--- config.mk ---
export PLATFORM = sky130hd
export DESIGN_NAME = pcie_mailbox_reader
export DESIGN_NICKNAME = d
export VERILOG_FILES = /design/src/rtl/pcie_mailbox_reader.sv
export SDC_FILE = /design/constraint.sdc
export NUM_CORES = 1
export LEC_CHECK = 0
export CAP_MARGIN = 20
export CORE_MARGIN = 2
export CORE_UTILIZATION = 41
export CTS_CLUSTER_DIAMETER = 40
export CTS_CLUSTER_SIZE = 16
export DETAILED_ROUTE_END_ITERATION = 7
export PLACE_DENSITY = 0.91
export SYNTH_ARGS = -nofsm -noshare
export SYNTH_HDL_FRONTEND = slang
export SYNTH_SLANG_ARGS = --single-unit
--- constraint.sdc ---
create_clock -name clk -period 4.75 [get_ports clk]
set_input_delay 0.475 -clock clk [delete_from_list [all_inputs] [get_ports clk]]
set_output_delay 0.475 -clock clk [all_outputs]
set_load 0.05 [all_outputs]
--- src/rtl/pcie_mailbox_reader.sv ---
// Polls one mailbox word per core in shared RAM and hands fresh payloads, flagged by a toggling bit 31, to the addressed core.
// Read strobe 1 cycle after an enabled IDLE edge, core_valid 2 edges later; a pending payload is held until core_ready.
module pcie_mailbox_reader #(
    parameter int NUM_CORES = 1,
    parameter int CORE_ID_W = 1,
    parameter int ADDR_W    = 10,
    parameter int BASE_ADDR = 0
) (
    input  logic                 clk,
    input  logic                 rst_n,
    input  logic                 enable,
    output logic                 ram_rd_en,
    output logic [ADDR_W-1:0]    ram_addr,
    input  logic [31:0]          ram_rd_data,
    output logic                 core_valid,
    output logic [CORE_ID_W-1:0] core_id,
    output logic [30:0]          core_data,
    input  logic                 core_ready
);

    typedef enum logic [1:0] {IDLE, ISSUE, CHECK, DELIVER} state_t;

    localparam logic [CORE_ID_W-1:0] LAST_PTR = CORE_ID_W'(NUM_CORES - 1);
    localparam logic [ADDR_W-1:0]    BASE     = ADDR_W'(BASE_ADDR);

    state_t                 state_q;
    logic [CORE_ID_W-1:0]   ptr_q;
    logic [CORE_ID_W-1:0]   ptr_d;
    logic [NUM_CORES-1:0]   lead_q;
    logic                   rd_en_q;
    logic [ADDR_W-1:0]      addr_q;
    logic                   valid_q;
    logic [CORE_ID_W-1:0]   id_q;
    logic [30:0]            data_q;

    always_comb begin
        ptr_d = (ptr_q == LAST_PTR) ? '0 : ptr_q + 1'b1;
    end

    // Lead bits reset to 1 so an all-zero RAM is always seen as stale.
    always_ff @(posedge clk or negedge rst_n) begin
        if (!rst_n) begin
            state_q <= IDLE;
            ptr_q   <= '0;
            lead_q  <= '1;
            rd_en_q <= 1'b0;
            addr_q  <= '0;
            valid_q <= 1'b0;
            id_q    <= '0;
            data_q  <= '0;
        end else begin
            case (state_q)
                IDLE: begin
                    if (enable) begin
                        rd_en_q <= 1'b1;
                        addr_q  <= BASE + ADDR_W'(ptr_q);
                        state_q <= ISSUE;
                    end
                end
                ISSUE: begin
                    rd_en_q <= 1'b0;
                    state_q <= CHECK;
                end
                CHECK: begin
                    if (ram_rd_data[31] == lead_q[ptr_q]) begin
                        data_q  <= ram_rd_data[30:0];
                        id_q    <= ptr_q;
                        valid_q <= 1'b1;
                        state_q <= DELIVER;
                    end else begin
                        ptr_q   <= ptr_d;
                        state_q <= IDLE;
                    end
                end
                DELIVER: begin
                    if (core_ready) begin
                        valid_q        <= 1'b0;
                        lead_q[ptr_q]  <= ~lead_q[ptr_q];
                        ptr_q          <= ptr_d;
                        state_q        <= IDLE;
                    end
                end
                default: state_q <= IDLE;
            endcase
        end
    end

    assign ram_rd_en  = rd_en_q;
    assign ram_addr   = addr_q;
    assign core_valid = valid_q;
    assign core_id    = id_q;
    assign core_data  = data_q;

endmodule

Word level (Yosys, flattened, before mapping) --
Index checks and enable logic that the tools add are counted.
Word-level totals: ROM bits 0, memories kept 0, logic and storage cells 47, output and inout bits 44, bits in registers 39, bits in latches 0, input port bits 36, memory bits (writable) 0
Operators by class: eq/ne operators 8, $lt $le $gt $ge 2, $mul 0, div/mod/pow operators 0, shift-type cells 0, reductions and logical operators 11, add/sub/neg operators 1, bitwise gates (word level) 1, muxes and demuxes 16
Operators with widths (number):
- AND reduction 2 bit | 5
- two-way mux 1 bit | 8
- != test 2 bit (second input constant) | 4
- one-hot mux 2 bit (4 select lines) | 1
- two-way mux 2 bit | 3
- one-hot mux 1 bit (2 select lines) | 3
- AND reduction 3 bit | 2
- == test 2 bit (second input constant) | 2
- nonzero test 2 bit | 2
- == test 2 x 1 -> 1 bit (second input constant) | 1
- logical NOT 2 bit | 1
- adder 1 bit (second input constant) | 1
- bitwise mux 1 bit | 1
- == test 1 bit | 1
- >= comparator 1 bit (second input constant) | 1
- logical AND 1 bit | 1
- < comparator 1 bit (second input constant) | 1
- inverter 1 bit | 1

Depth between registers and ports, before layout --
Gate-level depths: netlist of run 1.
depth after elaboration 5, mapped depth 4, gate-level depth less buffers 3

Worst setup path before layout of run 1 --
Ideal clock, no wire load.
path kind in2reg, start input port ram_rd_data[31], end register data_q[0], in the netlist core_data[0], stages 4, arrival 1.385 ns, required time 4.625 ns, library setup time 0.125 ns, path buffers 1, slack 3.240 ns, path through xor2_1 > nor2_2 > buf_6 > mux2_2
Between the ends: word-level cells in the longest chain between the ends 2
Ends and longest elaborated chain:
- start, declared | RTL line 14 | input logic [31:0] ram_rd_data,
- == test 1 bit | RTL line 65 | if (ram_rd_data[31] == lead_q[ptr_q]) begin
- AND reduction 2 bit (no source line)
- end signal, assigned | RTL line 66 | data_q <= ram_rd_data[30:0];
- end, declared | RTL line 34 | logic [30:0] data_q;
Every way passes these cells. A chain may end at the register's enable or synchronous reset.

Worst setup path in the final report of run 1 --
start register data_q[18], in the netlist core_data[18], end output port core_data[18]
RTL lines:
- end, declared | RTL line 17 | output logic [30:0] core_data,
No word-level cell between the ends.

==> flow_summary_export.csv, run 1 <==
group,metric,value,unit
synth,yosys.area.top_type,"dfrtp_1",
run,cap_viol_max_count,0,
hold_path,hold_path_class,"input port to asynchronous set/reset pin",
clocking,worstSkewPairLatency,0.33,ns
global_routing,gr-max-usage-layer,"met2",
sta,drv_slew,0,
finish,multi_input_area,475.5,sq um
global_routing,use_met3,0.05458,
sta,finalHoldViolCount,0,
synth,ys_types,18,
sta,setup_tns,0,ns
placement,io_buffer_count,68,
global_routing,antenna_found_initial,0,
sta,worst-slew-pin-transition,0.7912,ns
global_routing,grt_max_degree,37,
floorplan,dieArea,4074,sq um
clocking,clock_sinks,36,
placement,gp_congestion,0.6829,
global_routing,grt_usage,0.1579,
synth,yosys.area.top_type_share,0.5968,
global_routing,grt_use_met1,0.1816,
route,postRouteAntennaNets,0,
clocking,ctsRootBufferMaster,"clkbuf_4",
floorplan,die_h,63.83,microns
sta,min_period,1.992,ns
floorplan,row_count,21,
sta,period_share,0.4193,
worst_setup_path,crit_buf_inv,1,
synth,asyncSetResetFlopFracSynth,1.000,
sta,setup_viol,0,
clocking,htree_levels,2,
worst_setup_path,worstSetupPathType,"register to output port",
placement,dpl.hpwl,2179,microns
global_routing,grt_pass1_vias,1025,
clocking,cts_made_buffers,5,
worst_setup_path,critPathMaxStageDelay,0.82,ns
run_status,status,"complete, no violations",
worst_setup_path,cp_slowest_cell,"clkdlybuf4s50_1",
synth,synth_area_per_cell,14.98,sq um
synth,syn_inst,98,
finish,nets,206,
sta,fmax,502.0,MHz
sta,slew_headroom,0.4726,
worst_setup_path,end_kind,"output port",
global_routing,grt_pass1_wl,4947,microns
synth,syn_area,1468,sq um
route,first_iter_violations,35,
worst_setup_path,critical_path_arrival,1.52,ns
synth,ys_seq_area_frac,0.6147,
route,avgRoutedWirePerCell,13.48,microns
synth,yosysMostFrequentCell,"dfrtp_1",
synth,synth_area_leaders,"dfrtp_1 60%, mux2_2 24%, buf_4 5.6%",
finish,regArea,902.1,sq um
worst_setup_path,cpLargestDelayFamily,"buffers and inverters",
floorplan,start_util,0.4330,
floorplan,fp.dieW,63.83,microns
synth,synthTopCellsByCount,"35 x dfrtp_1, 31 x mux2_2, 11 x buf_4",
finish,drive_gt1_frac,0.2456,
synth,synth_edf_count,0,
synth,synth-seq-cells,36,
route,drtPass1Iterations,4,
clocking,cts_tree,"done",
worst_setup_path,critPathRequiredTime,4.28,ns
worst_setup_path,cp-start-kind,"register",
sta,fin_skew,0.005830,ns
floorplan,core,3390,sq um
finish,nFillCells,253,
clocking,holdBufCountCts,0,
clocking,cts_max_path_buffers,2,
route,wirelength,2926,microns
worst_setup_path,worstPathCellList,"clkdlybuf4s50_1",
global_routing,grtUsageMet2,0.2786,
finish,areaGrowthSynthToFinish,48.42,%
clocking,cts_setup_buffers,0,
finish,antenna_cells,0,
synth,synth-main-ff-cell,"dfrtp_1",
worst_setup_path,r2r_setup_slack,3.13,ns
worst_setup_path,cp_max_fo,2,
clocking,path_clk_slew,0.09,ns
floorplan,top_level_ports,80,
route,remaining_drc_errors,0,
global_routing,grt_remaining_overflow,0,
route,vias_per_cell,4.544,
synth,yosysWarnings,0,
route,num_vias,986,
sta,rsz0062_at_grt,"false",
clocking,ctsResizeCount,0,
## worst paths after layout
path | startpoint | to | cells after the start
worst max-delay path | core_data[18] | core_data[18] | 1
worst min-delay path | rst_n | core_data[10] | 1
worst max register to register | lead_q | core_data[11] | 4
min in group clk | lead_q | lead_q | 1
max in group asynchronous | rst_n | core_data[16] | 1
worst min register to register | lead_q | lead_q | 1
## registers in the layout (all words and copies together) (netlist names)
name and flops:
lead_q 1, core_valid 1, state_q 2, core_data 31, ram_rd_en 1
## area by class of cell
type | count | area share
Multi-Input combinational cell | 55 | 0.2183
Timing Repair Buffer | 69 | 0.3136
Clock buffer | 8 | 0.02240
Inverter | 3 | 0.005169
Tap cell | 46 | 0.02642
Sequential cell | 36 | 0.4141
## cell usage in the layout (no fill, tap or decap), drive strengths merged
cell type,instances
inv,3
a21o,1
xor2,1
clkdlybuf4s50,67
conb,11
nand2b,1
clkbuf,8
mux2,31
and3,1
dfstp,1
buf,2
dfrtp,35
nor2,1
o21ai,2
nand3,1
nand2,1
a311o,1
xnor2,1
a21oi,2
## metrics by stage
stage | setup slack [ns] | cell area (sq um) | hold WS [ns] | utilization | instances
4_1_cts | 2.742 | 2178 | 0.2285 | 0.6427 | 217
5_1_grt | 2.687 | 2178 | 0.2661 | 0.6427 | 217
3_5_place_dp | 2.676 | 2130 | 0.4886 | 0.6283 | 209
3_3_place_gp | 2.734 | 2130 | 0.4851 | 0.6283 | 209
2_1_floorplan | 3.240 | 1505 | 0.1794 | - | 108
6_report | 2.758 | 2178 | 0.2279 | 0.6427 | 217
## metal layers
| layer | wire length, microns | share of wire |
|---|---|---|
| met2 | 1643 | 0.56 |
| met1 | 1084 | 0.37 |
| met3 | 176 | 0.060 |
| met5 | 0 | 0 |
| met4 | 22 | 0.0075 |
## cells by family (layout without fill, tap and decap cells)
group | after synthesis | after routing | synth area share
flip-flops | 36 | 36 | 0.6147
multiplexers | 31 | 31 | 0.2378
buffers and inverters | 17 | 80 | 0.08695
AO/OA/AOI/OAI | 6 | 6 | 0.02728
AND/OR/NAND/NOR | 5 | 5 | 0.01876
XOR/XNOR | 2 | 2 | 0.01194
other | 1 | 11 | 0.002555
Power of run 1 is left out: the tool's default activity adds up to more than one toggle a clock period on the data nets, which glitch-free logic cannot reach.
==> inputs of run 2 (changes only) <==
--- a/config.mk
+++ b/config.mk
@@ -7,11 +7,11 @@
 export LEC_CHECK = 0
 export CAP_MARGIN = 20
 export CORE_MARGIN = 2
-export CORE_UTILIZATION = 41
+export CORE_UTILIZATION = 34
 export CTS_CLUSTER_DIAMETER = 40
 export CTS_CLUSTER_SIZE = 16
 export DETAILED_ROUTE_END_ITERATION = 7
-export PLACE_DENSITY = 0.91
+export PLACE_DENSITY = 0.81
 export SYNTH_ARGS = -nofsm -noshare
 export SYNTH_HDL_FRONTEND = slang
 export SYNTH_SLANG_ARGS = --single-unit
==> constraint.sdc (replaced) <==
create_clock -name clk -period 1.61 [get_ports clk]
set_input_delay 0.161 -clock clk [delete_from_list [all_inputs] [get_ports clk]]
set_output_delay 0.161 -clock clk [all_outputs]
set_load 0.05 [all_outputs]
==> flow_summary_export.csv, run 2 (synthesis results as in run 1) <==
group,metric,value,unit
clocking,worstSkewPairLatency,0.28,ns
clocking,cts_setup_buffers,0,
global_routing,antenna_found_initial,0,
floorplan,core,4086,sq um
floorplan,fp.dieW,69.70,microns
route,vias_per_cell,4.502,
global_routing,grt_remaining_overflow,0,
hold_path,hold_depth,2,
worst_setup_path,crit_cells,4,
run_status,status,"complete, no violations",
finish,antenna_cells,0,
route,avgRoutedWirePerCell,13.88,microns
sta,rsz0062_at_grt,"false",
finish,drive_gt1_frac,0.4451,
hold_path,hold_path_class,"input port to register",
worst_setup_path,critPathRequiredTime,1.77,ns
placement,dpl_cell_area,2085,sq um
route,wirelength,3095,microns
placement,gp_congestion,0.6615,
worst_setup_path,cpLargestDelayFamily,"flip-flops",
finish,areaGrowthSynthToFinish,48.85,%
finish,nets,208,
worst_setup_path,critical_path_arrival,1.69,ns
worst_setup_path,cp_max_fo,18,
global_routing,grt_max_degree,37,
clocking,cts_made_buffers,5,
route,num_vias,1004,
floorplan,dieArea,4858,sq um
route,postRouteAntennaNets,0,
sta,setup_tns,0,ns
route,remaining_drc_errors,0,
global_routing,grt_pass1_vias,1070,
worst_setup_path,crit_buf_inv,1,
placement,dpl.hpwl,2324,microns
finish,nFillCells,367,
sta,setup_viol,0,
floorplan,die_h,69.70,microns
worst_setup_path,ff2ff_path_depth,4,
finish,largest_reg_flops,31,
worst_setup_path,worstSetupPathType,"register to register",
worst_setup_path,end_kind,"register",
sta,finalHoldViolCount,0,
worst_setup_path,cp_slowest_cell,"dfstp_2",
floorplan,start_util,0.3592,
clocking,htree_levels,2,
clocking,ctsRootBufferMaster,"clkbuf_8",
finish,fin_area,2185,sq um
sta,hold_slack,0.4918,ns
finish,final_common_cell,"dfrtp_1",
sta,period_share,0.9491,
route,first_iter_violations,27,
global_routing,grt_usage,0.1365,
finish,final_cell_mix,"35 x dfrtp_1, 34 x clkdlybuf4s50_1, 33 x buf_4",
clocking,cts_max_path_buffers,2,
clocking,cts_tree,"done",
sta,worst-slew-pin-transition,0.8010,ns
worst_setup_path,worstPathCellList,"xor2_1 -> nor2_2 -> buf_12 -> mux2_2",
global_routing,grt_pass1_wl,5085,microns
route,drtPass1Iterations,3,
sta,drv_slew,0,
sta,fmax,654.5,MHz
sta,slew_headroom,0.4660,
worst_setup_path,critPathMaxStageDelay,0.55,ns
floorplan,row_count,23,
clocking,clock_sinks,36,
run,cap_viol_max_count,0,
clocking,path_clk_slew,0.07,ns
finish,multi_input_area,475.5,sq um
placement,io_buffer_count,68,
sta,fin_skew,0.004109,ns
floorplan,top_level_ports,80,
sta,min_period,1.528,ns
worst_setup_path,cp-start-kind,"register",
finish,regArea,902.1,sq um
## run 2: path summary, 6_finish.rpt
check,slack [ns],start,to
min reg2reg,0.50,lead_q,lead_q
min in group asynchronous,0.50,rst_n,ram_rd_en
max in group asynchronous,0.60,rst_n,core_data[20]
max,0.08,lead_q,core_data[12]
min,0.49,ram_rd_data[24],core_data[24]
max reg2reg,0.08,lead_q,core_data[12]
## run 2: routing by layer
metal  part of all wire  vias up  GRT usage
li1                   -      457          -
met1               0.38      481     0.1570
met2               0.50       59     0.2254
met3              0.089        7    0.05814
met4              0.024        0    0.05342
met5                  0        -          0
## run 2: area by class of cell
| type | count | area share |
|---|---|---|
| sequential | 36 | 0.4129 |
| timing repair buffer | 71 | 0.2944 |
| multi-input combinational | 55 | 0.2176 |
| clock buffer | 8 | 0.04124 |
| tap | 50 | 0.02864 |
| inverter | 3 | 0.005155 |
## run 2: worst reg2reg max path: cells and delay by family (launching register included)
kind                   cells  cell delay [ns]
flip-flops                 1             0.55
AND/OR/NAND/NOR            1             0.23
XOR/XNOR                   1             0.09
multiplexers               1             0.36
buffers and inverters      1             0.19
## run 2: stage by stage
stage,utilization,setup WS (ns),cells
floorplan,-,0.1176,108
global placement,0.5101,-0.01308,214
detailed placement,0.5101,-0.04068,214
CTS,0.5346,0.07181,223
global route,0.5346,0.02501,223
finish,0.5346,0.08202,223
## run 2: repair_timing
item	in CTS	in global routing
gates resized for setup	0	0
endpoints found under the hold margin	35	0
hold buffers	1	0
Power of run 2 is left out for the same reason.
